File: src/rtl/fetch_if.sv
// Fetch-stage bus: imem address/data, ID redirect controls and IF/ID outputs.
interface fetch_if;
  logic        stall;
  logic        branch_taken;
  logic [15:0] branch_offset;
  logic        jump;
  logic [25:0] jump_target;
  logic [31:0] instruction;
  logic [31:0] pc;
  logic [31:0] if_id_instr;
  logic [31:0] if_id_pc_plus1;
  logic        if_id_valid;
  logic        done;

  modport master (
    input  stall, branch_taken, branch_offset,
    input  jump, jump_target, instruction,
    output pc, if_id_instr, if_id_pc_plus1,
    output if_id_valid, done
  );

  modport slave (
    output stall, branch_taken, branch_offset,
    output jump, jump_target, instruction,
    input  pc, if_id_instr, if_id_pc_plus1,
    input  if_id_valid, done
  );
endinterface

File: src/rtl/fetch_unit.sv
// Instruction fetch stage: word-indexed PC, IF/ID register,
// ID-resolved branch/jump redirect, stall and end-of-program halt.
module fetch_unit #(
  parameter logic [31:0] RESET_PC  = 32'd0,
  parameter logic [31:0] NUM_INSTR = 32'd3,
  parameter logic [31:0] NOP       = 32'h0
) (
  input  logic     clk,
  input  logic     reset,
  fetch_if.master  bus
);

  typedef enum logic [1:0] {
    IDLE,
    FETCH,
    HALT
  } state_t;

  typedef struct packed {
    logic [31:0] instr;
    logic [31:0] pc1;
    logic        valid;
  } if_id_t;

  state_t      st_q, st_d;
  logic [31:0] pc_q, pc_d;
  if_id_t      ifid_q, ifid_d;
  logic        done_q, done_d;
  logic [31:0] br_tgt;
  logic [31:0] jmp_tgt;

  assign br_tgt = ifid_q.pc1
    + {{16{bus.branch_offset[15]}}, bus.branch_offset};
  assign jmp_tgt = {ifid_q.pc1[31:26], bus.jump_target};

  always_comb begin
    st_d   = st_q;
    pc_d   = pc_q;
    ifid_d = ifid_q;
    done_d = done_q;
    unique case (st_q)
      IDLE: st_d = FETCH;
      FETCH: begin
        // jump and branch may both assert; first match wins
        priority case (1'b1)
          bus.jump: begin
            pc_d         = jmp_tgt;
            ifid_d.instr = NOP;
            ifid_d.valid = 1'b0;
          end
          bus.branch_taken: begin
            pc_d         = br_tgt;
            ifid_d.instr = NOP;
            ifid_d.valid = 1'b0;
          end
          bus.stall: ;
          (pc_q >= NUM_INSTR): begin
            ifid_d.instr = NOP;
            ifid_d.valid = 1'b0;
            done_d       = 1'b1;
            st_d         = HALT;
          end
          default: begin
            ifid_d.instr = bus.instruction;
            ifid_d.pc1   = pc_q + 32'd1;
            ifid_d.valid = 1'b1;
            pc_d         = pc_q + 32'd1;
          end
        endcase
      end
      HALT: begin
        ifid_d.instr = NOP;
        ifid_d.valid = 1'b0;
        done_d       = 1'b1;
      end
      default: st_d = IDLE;
    endcase
  end

  always_ff @(posedge clk) begin
    if (reset) begin
      st_q   <= IDLE;
      pc_q   <= RESET_PC;
      ifid_q <= '{instr: NOP, pc1: 32'd0, valid: 1'b0};
      done_q <= 1'b0;
    end else begin
      st_q   <= st_d;
      pc_q   <= pc_d;
      ifid_q <= ifid_d;
      done_q <= done_d;
    end
  end

  assign bus.pc             = pc_q;
  assign bus.if_id_instr    = ifid_q.instr;
  assign bus.if_id_pc_plus1 = ifid_q.pc1;
  assign bus.if_id_valid    = ifid_q.valid;
  assign bus.done           = done_q;

endmodule
File: src/flat_wrapper.sv
// flat-port wrapper written by rule: the top's interface ports become plain ports
module fetch_unit_flat 
#(
  parameter logic [31:0] RESET_PC  = 32'd0,
  parameter logic [31:0] NUM_INSTR = 32'd3,
  parameter logic [31:0] NOP       = 32'h0
)
  (clk, reset, bus_stall, bus_branch_taken, bus_branch_offset, bus_jump, bus_jump_target, bus_instruction, bus_pc, bus_if_id_instr, bus_if_id_pc_plus1, bus_if_id_valid, bus_done);
  fetch_if bus_i ();
  input  logic clk;
  input  logic reset;
  input wire logic [$bits(bus_i.stall)-1:0] bus_stall;
  input wire logic [$bits(bus_i.branch_taken)-1:0] bus_branch_taken;
  input wire logic [$bits(bus_i.branch_offset)-1:0] bus_branch_offset;
  input wire logic [$bits(bus_i.jump)-1:0] bus_jump;
  input wire logic [$bits(bus_i.jump_target)-1:0] bus_jump_target;
  input wire logic [$bits(bus_i.instruction)-1:0] bus_instruction;
  output wire logic [$bits(bus_i.pc)-1:0] bus_pc;
  output wire logic [$bits(bus_i.if_id_instr)-1:0] bus_if_id_instr;
  output wire logic [$bits(bus_i.if_id_pc_plus1)-1:0] bus_if_id_pc_plus1;
  output wire logic [$bits(bus_i.if_id_valid)-1:0] bus_if_id_valid;
  output wire logic [$bits(bus_i.done)-1:0] bus_done;
  assign bus_i.stall = bus_stall;
  assign bus_i.branch_taken = bus_branch_taken;
  assign bus_i.branch_offset = bus_branch_offset;
  assign bus_i.jump = bus_jump;
  assign bus_i.jump_target = bus_jump_target;
  assign bus_i.instruction = bus_instruction;
  assign bus_pc = bus_i.pc;
  assign bus_if_id_instr = bus_i.if_id_instr;
  assign bus_if_id_pc_plus1 = bus_i.if_id_pc_plus1;
  assign bus_if_id_valid = bus_i.if_id_valid;
  assign bus_done = bus_i.done;
  fetch_unit #(.RESET_PC(RESET_PC), .NUM_INSTR(NUM_INSTR), .NOP(NOP)) u_core (.clk(clk), .reset(reset), .bus(bus_i));
endmodule
File: config.mk
export PLATFORM = sky130hd
export DESIGN_NAME = fetch_unit_flat
export DESIGN_NICKNAME = d
export VERILOG_FILES = /design/src/rtl/fetch_if.sv /design/src/rtl/fetch_unit.sv /design/src/flat_wrapper.sv
export SDC_FILE = /design/constraint.sdc
export NUM_CORES = 1
export LEC_CHECK = 0
export BUFFER_PORTS_ARGS = -buffer_cell sky130_fd_sc_hd__buf_2
export CAP_MARGIN = 20
export CORE_MARGIN = 1
export CORE_UTILIZATION = 49
export DETAILED_ROUTE_END_ITERATION = 8
export PLACE_DENSITY_LB_ADDON = 0.15
export SYNTH_ARGS = -nofsm -noshare
export SYNTH_HDL_FRONTEND = slang
export SYNTH_SLANG_ARGS = --single-unit
File: constraint.sdc
create_clock -name clk -period 4.5 [get_ports clk]
set_input_delay 0.9 -clock clk [delete_from_list [all_inputs] [get_ports clk]]
set_output_delay 0.9 -clock clk [all_outputs]
set_load 0.01 [all_outputs]
After elaboration in Yosys (flattened, before gate mapping)
Cells that the tools add are included.
W data, S select, Z words.
- word-level logic and storage cells: 54
- input bits: 79
- output and inout port bits: 98
- flip-flop bits (word level): 100
- reductions and logical operators: 7
- multiplexer cells: 24
- $lt $le $gt $ge: 1
- add/sub/neg operators: 2
- eq/ne operators: 9
- bitwise logic cells: 5
- operators with widths (cell ; number):
    $mux W32 ; 8
    $pmux W32 S2 ; 1
    $add A32 B1 Y32 const B ; 1
    $add A32 B32 Y32 ; 1
    $ge A32 B2 Y1 const B ; 1
    $reduce_and A5 Y1 ; 3
    $mux W1 ; 8
    $mux W2 ; 4
    $ne A2 B2 Y1 const B ; 3
    $pmux W2 S3 ; 1
    $not A1 Y1 ; 5
    $ne A4 B4 Y1 const B ; 1
    $pmux W1 S2 ; 2
    $ne A3 B1 Y1 const B ; 1
    $ne A3 B3 Y1 const B ; 1
    $reduce_and A3 Y1 ; 1
    $eq A2 B1 Y1 const B ; 1
    $eq A2 B2 Y1 const B ; 1
    $logic_not A2 Y1 ; 1
    $ne A2 B1 Y1 const B ; 1
    $reduce_and A2 Y1 ; 1
    $reduce_bool A2 Y1 ; 1

Longest topological paths before layout
- depth in word-level cells: 6
- mapped depth: 10
- mapped depth without buffers: 10

Worst setup path before layout
OpenSTA, ideal clock, no wires.
- path type: input port to flip-flop
- start point: input port bus_branch_offset[0]
- end point: register u_core.pc_q[24] (netlist: u_core.bus.pc[24])
- arrival: 2771 ps
- setup slack: 1593 ps
- path buffers: 0
- stages: 10
- setup time: 135 ps
- data required time: 4365 ps
- cells stage by stage: ha_1 fa_1 a21oi_1 o211ai_1 nand3_1 a21oi_1 or2_1 a311oi_2 mux2i_1 a211oi_1
- word-level cells in the longest chain between the ends: 3
- ends and longest elaborated chain (what ; RTL line ; text):
    from (decl) ; flat_wrapper.sv:14 ; input wire logic [$bits(bus_i.branch_offset)-1:0] bus_branch_offset;
    $add A32 B32 Y32 ; fetch_unit.sv:33 ; + {{16{bus.branch_offset[15]}}, bus.branch_offset};
    $mux W32 (2 in a row) ; fetch_unit.sv:45 ; priority case (1'b1)
    to (signal assigned) ; fetch_unit.sv:88 ; pc_q <= pc_d;
    to (decl) ; fetch_unit.sv:26 ; logic [31:0] pc_q, pc_d;
No other way between the ends.
A chain may end at the register's enable or synchronous reset.

Worst setup path in the final report
- start point: input port bus_branch_offset[15]
- end point: register u_core.pc_q[29] (netlist: u_core.bus.pc[29])
Same word-level chain as after synthesis.

==> results.toml <==
[run_status]
status = "finished clean"

[clock_tree]
cts.sinks = 100
clk_pin_slew_ns = 0.07
cts_tree = "yes"
cts_setup_buffers = 0
cts_max_path_buffers = 2
cts_buffers = 9
htreeDepth = 3
hold_buffers = 0
post_cts_resized = 0
clk_latency_ns = 0.35
cts-root-buf = "clkbuf_16"

[timing]
fin_skew_ns = 0.00707
clock.fmax_ghz = 0.316
maxSlewHeadroom_pct = 45.8
layout_setup_ws_ns = 1.34
tightest_slew_ns = 0.813
setup_viol = 0
period_minus_slack_ns = 3.16
slew_viol_final = 0
finalCritPeriodShare_pct = 70.3
hold_violations = 0
rsz0062_at_grt = "false"
finalSetupTns_ns = 0

[logic_synthesis]
synth_nets = 780
ys_seq_area_share_pct = 36.0
synthFlopType = "dfxtp_1"
synth.area.top_cells = "dfxtp_1 (36%), ha_1 (7.9%), nor2_1 (6.3%)"
synth_seq_cells = 100
yosysWarnings = 0
syn_area_um2 = 5550
async_flop_share_pct = 0
synth_edf_count = 0
syn_area_per_cell_um2 = 8.35
yosys-top-cells-count = "dfxtp_1 (100), nor2_1 (93), a21oi_1 (49)"
synthMostInstantiatedCell = "dfxtp_1"
yosys.area.top_type = "dfxtp_1"
synthDistinctLibCells = 61
synth_top_area_share_pct = 36.0
synthCells = 665

[global_routing]
grtUsageTotal_pct = 29.5
overflow = 0
grt_pass1_vias = 5279
grt_antenna_before_repair = 0
grt_max_degree = 72
grt_pass1_wl_mm = 26.8

[routing]
first_pass_iters = 5
vias = 5735
postRouteAntennaNets = 0
viasPerCell = 5.92
drc_errors = 0
drt_wl_total_mm = 17.4
drt_iter0_drc = 490
avgRoutedWirePerCell_um = 18.0

[hold_path]
hp-class = "register to register"

[worst_setup_path]
reg2reg_slack_ns = 1.61
critPathCaptureType = "register"
required_ns = 4.77
start_kind = "input port"
worstSetupStartpoint = "bus_branch_offset[15]"
crit_end = "u_core.bus.pc[29]"
cpMostUsedCell = "o31ai_1"
r2r_end = "u_core.bus.pc[24]"
worstPathCellList = "buf_2, ha_1, nand4_1, nor2_1, and4bb_1, o31ai_1, a31oi_1, nor3b_1, o31ai_1, a211oi_1"
slowest_stage = "ha_1"
crit_fanout = 17
cp.arrival_ns = 3.43
criticalPathCategory = "input port to register"
reg2reg_depth = 8
max_stage_delay_ns = 0.53
rr_startpoint = "u_core.bus.pc[0]"

[placed_design]
io_buffer_count = 176
hpwl_mm = 12.9
dp_slack_ns = 1.05
gp_congestion = 0.926

[final_layout]
drive_gt1_share_pct = 25.6
area_growth_pct = 22.8
diodes = 0
num-nets-final = 938

[power_and_ir_drop]
peakVddDrop_v = 0.000304
p_leak_uw = 0.00320
power.density_nw_per_um2 = 397

[job]
cap_violations = 0

[floorplanning]
io_pins = 177
rows = 38
fp.coreArea_um2 = 10900
dieArea_um2 = 11800
fp.dieH_um = 108
start_util_pct = 50.8
die_w_um = 108
power by group:
part	total [uW]	switching [uW]	internal [uW]	leakage, uW
logic	792	500	292	0.00225
registers	1120	136	989	0.000810
clock network	791	346	445	0.000144
sequential cells by signal (all words and copies together) (netlist names):
signal and cells:
u_core.bus.if_id_pc_plus1 32, u_core.bus.done 1, u_core.bus.if_id_valid 1, u_core.st_q 2, u_core.bus.pc 32, u_core.bus.if_id_instr 32
final cells by class:
class,instances,area [um^2]
flip-flops and latches,100,2000
repair buffers,183,933
clock buffers,10,239
fillers,994,4110
clock inverters,6,63.8
inverters,17,63.8
multi-input cells,512,3350
well taps,140,175
metrics by stage:
stage               hold WS (ns)  util (%)  power [uW]  area [um^2]  cells
floorplan                  0.470         -        1610         5550    665
global placement           0.438      59.6        1900         6520    952
detailed placement         0.467      59.6        1920         6520    952
CTS                        0.489      62.4        2710         6820    968
global route               0.510      62.4        2860         6820    968
finish                     0.483      62.4        2710         6820    968
worst min path at each step:
stage / to / cells past startpoint / start / slack [ns]
after floorplan: u_core.bus.done / 2 / u_core.bus.done / 0.47
after CTS: u_core.bus.if_id_valid / 2 / u_core.bus.if_id_valid / 0.49
after detailed placement: u_core.bus.done / 2 / u_core.bus.done / 0.47
final: u_core.bus.done / 2 / u_core.bus.done / 0.48
after global placement: u_core.bus.done / 2 / u_core.bus.done / 0.44
after global routing: u_core.bus.if_id_pc_plus1[14] / 1 / u_core.bus.if_id_pc_plus1[14] / 0.51
routing by layer:
layer	global-route usage [%]	vias up	part of all wire [%]
met3	7.23	16	8.3
met2	46.2	233	45
met4	8.20	0	1.4
met1	40.0	2728	45
met5	0	-	0
li1	-	2758	-
critical path: cells and delay by family:
| family | cells | cell delay [ns] |
|---|---|---|
| and+or+nand+nor | 4 | 0.88 |
| buffers and inverters | 1 | 0.23 |
| AOI/OAI and AO/OA | 4 | 0.89 |
| adders and majority gates | 1 | 0.53 |
cells by family (layout without fill, tap and decap cells):
family | count (synthesis) | in the layout | synth area share [%]
mux | 7 | 7 | 1.28
simple gates | 252 | 252 | 22.2
buf+inv | 53 | 216 | 3.83
compound gates | 191 | 191 | 24.3
flops | 100 | 100 | 36.0
fa+ha+maj | 36 | 36 | 8.25
xor+xnor | 26 | 26 | 4.10
cells in the final DEF (no fill, tap or decap), drive strengths merged, types with 4 or more instances in the layout:
master,instances
nor2b,5
dfxtp,100
a21oi,49
and3,8
ha,35
a211oi,16
xor2,7
nand2b,5
o31ai,4
nand3,16
o21ai,23
a41oi,4
nor3,20
nand4,11
nor2,93
nand2,37
mux2i,6
a221oi,15
and2,37
inv,17
a31oi,6
clkbuf,10
xnor2,19
o211ai,7
a22oi,33
nor4,10
buf,183
a21o,8
No activity file was read; power rests on OpenSTA's default activity.
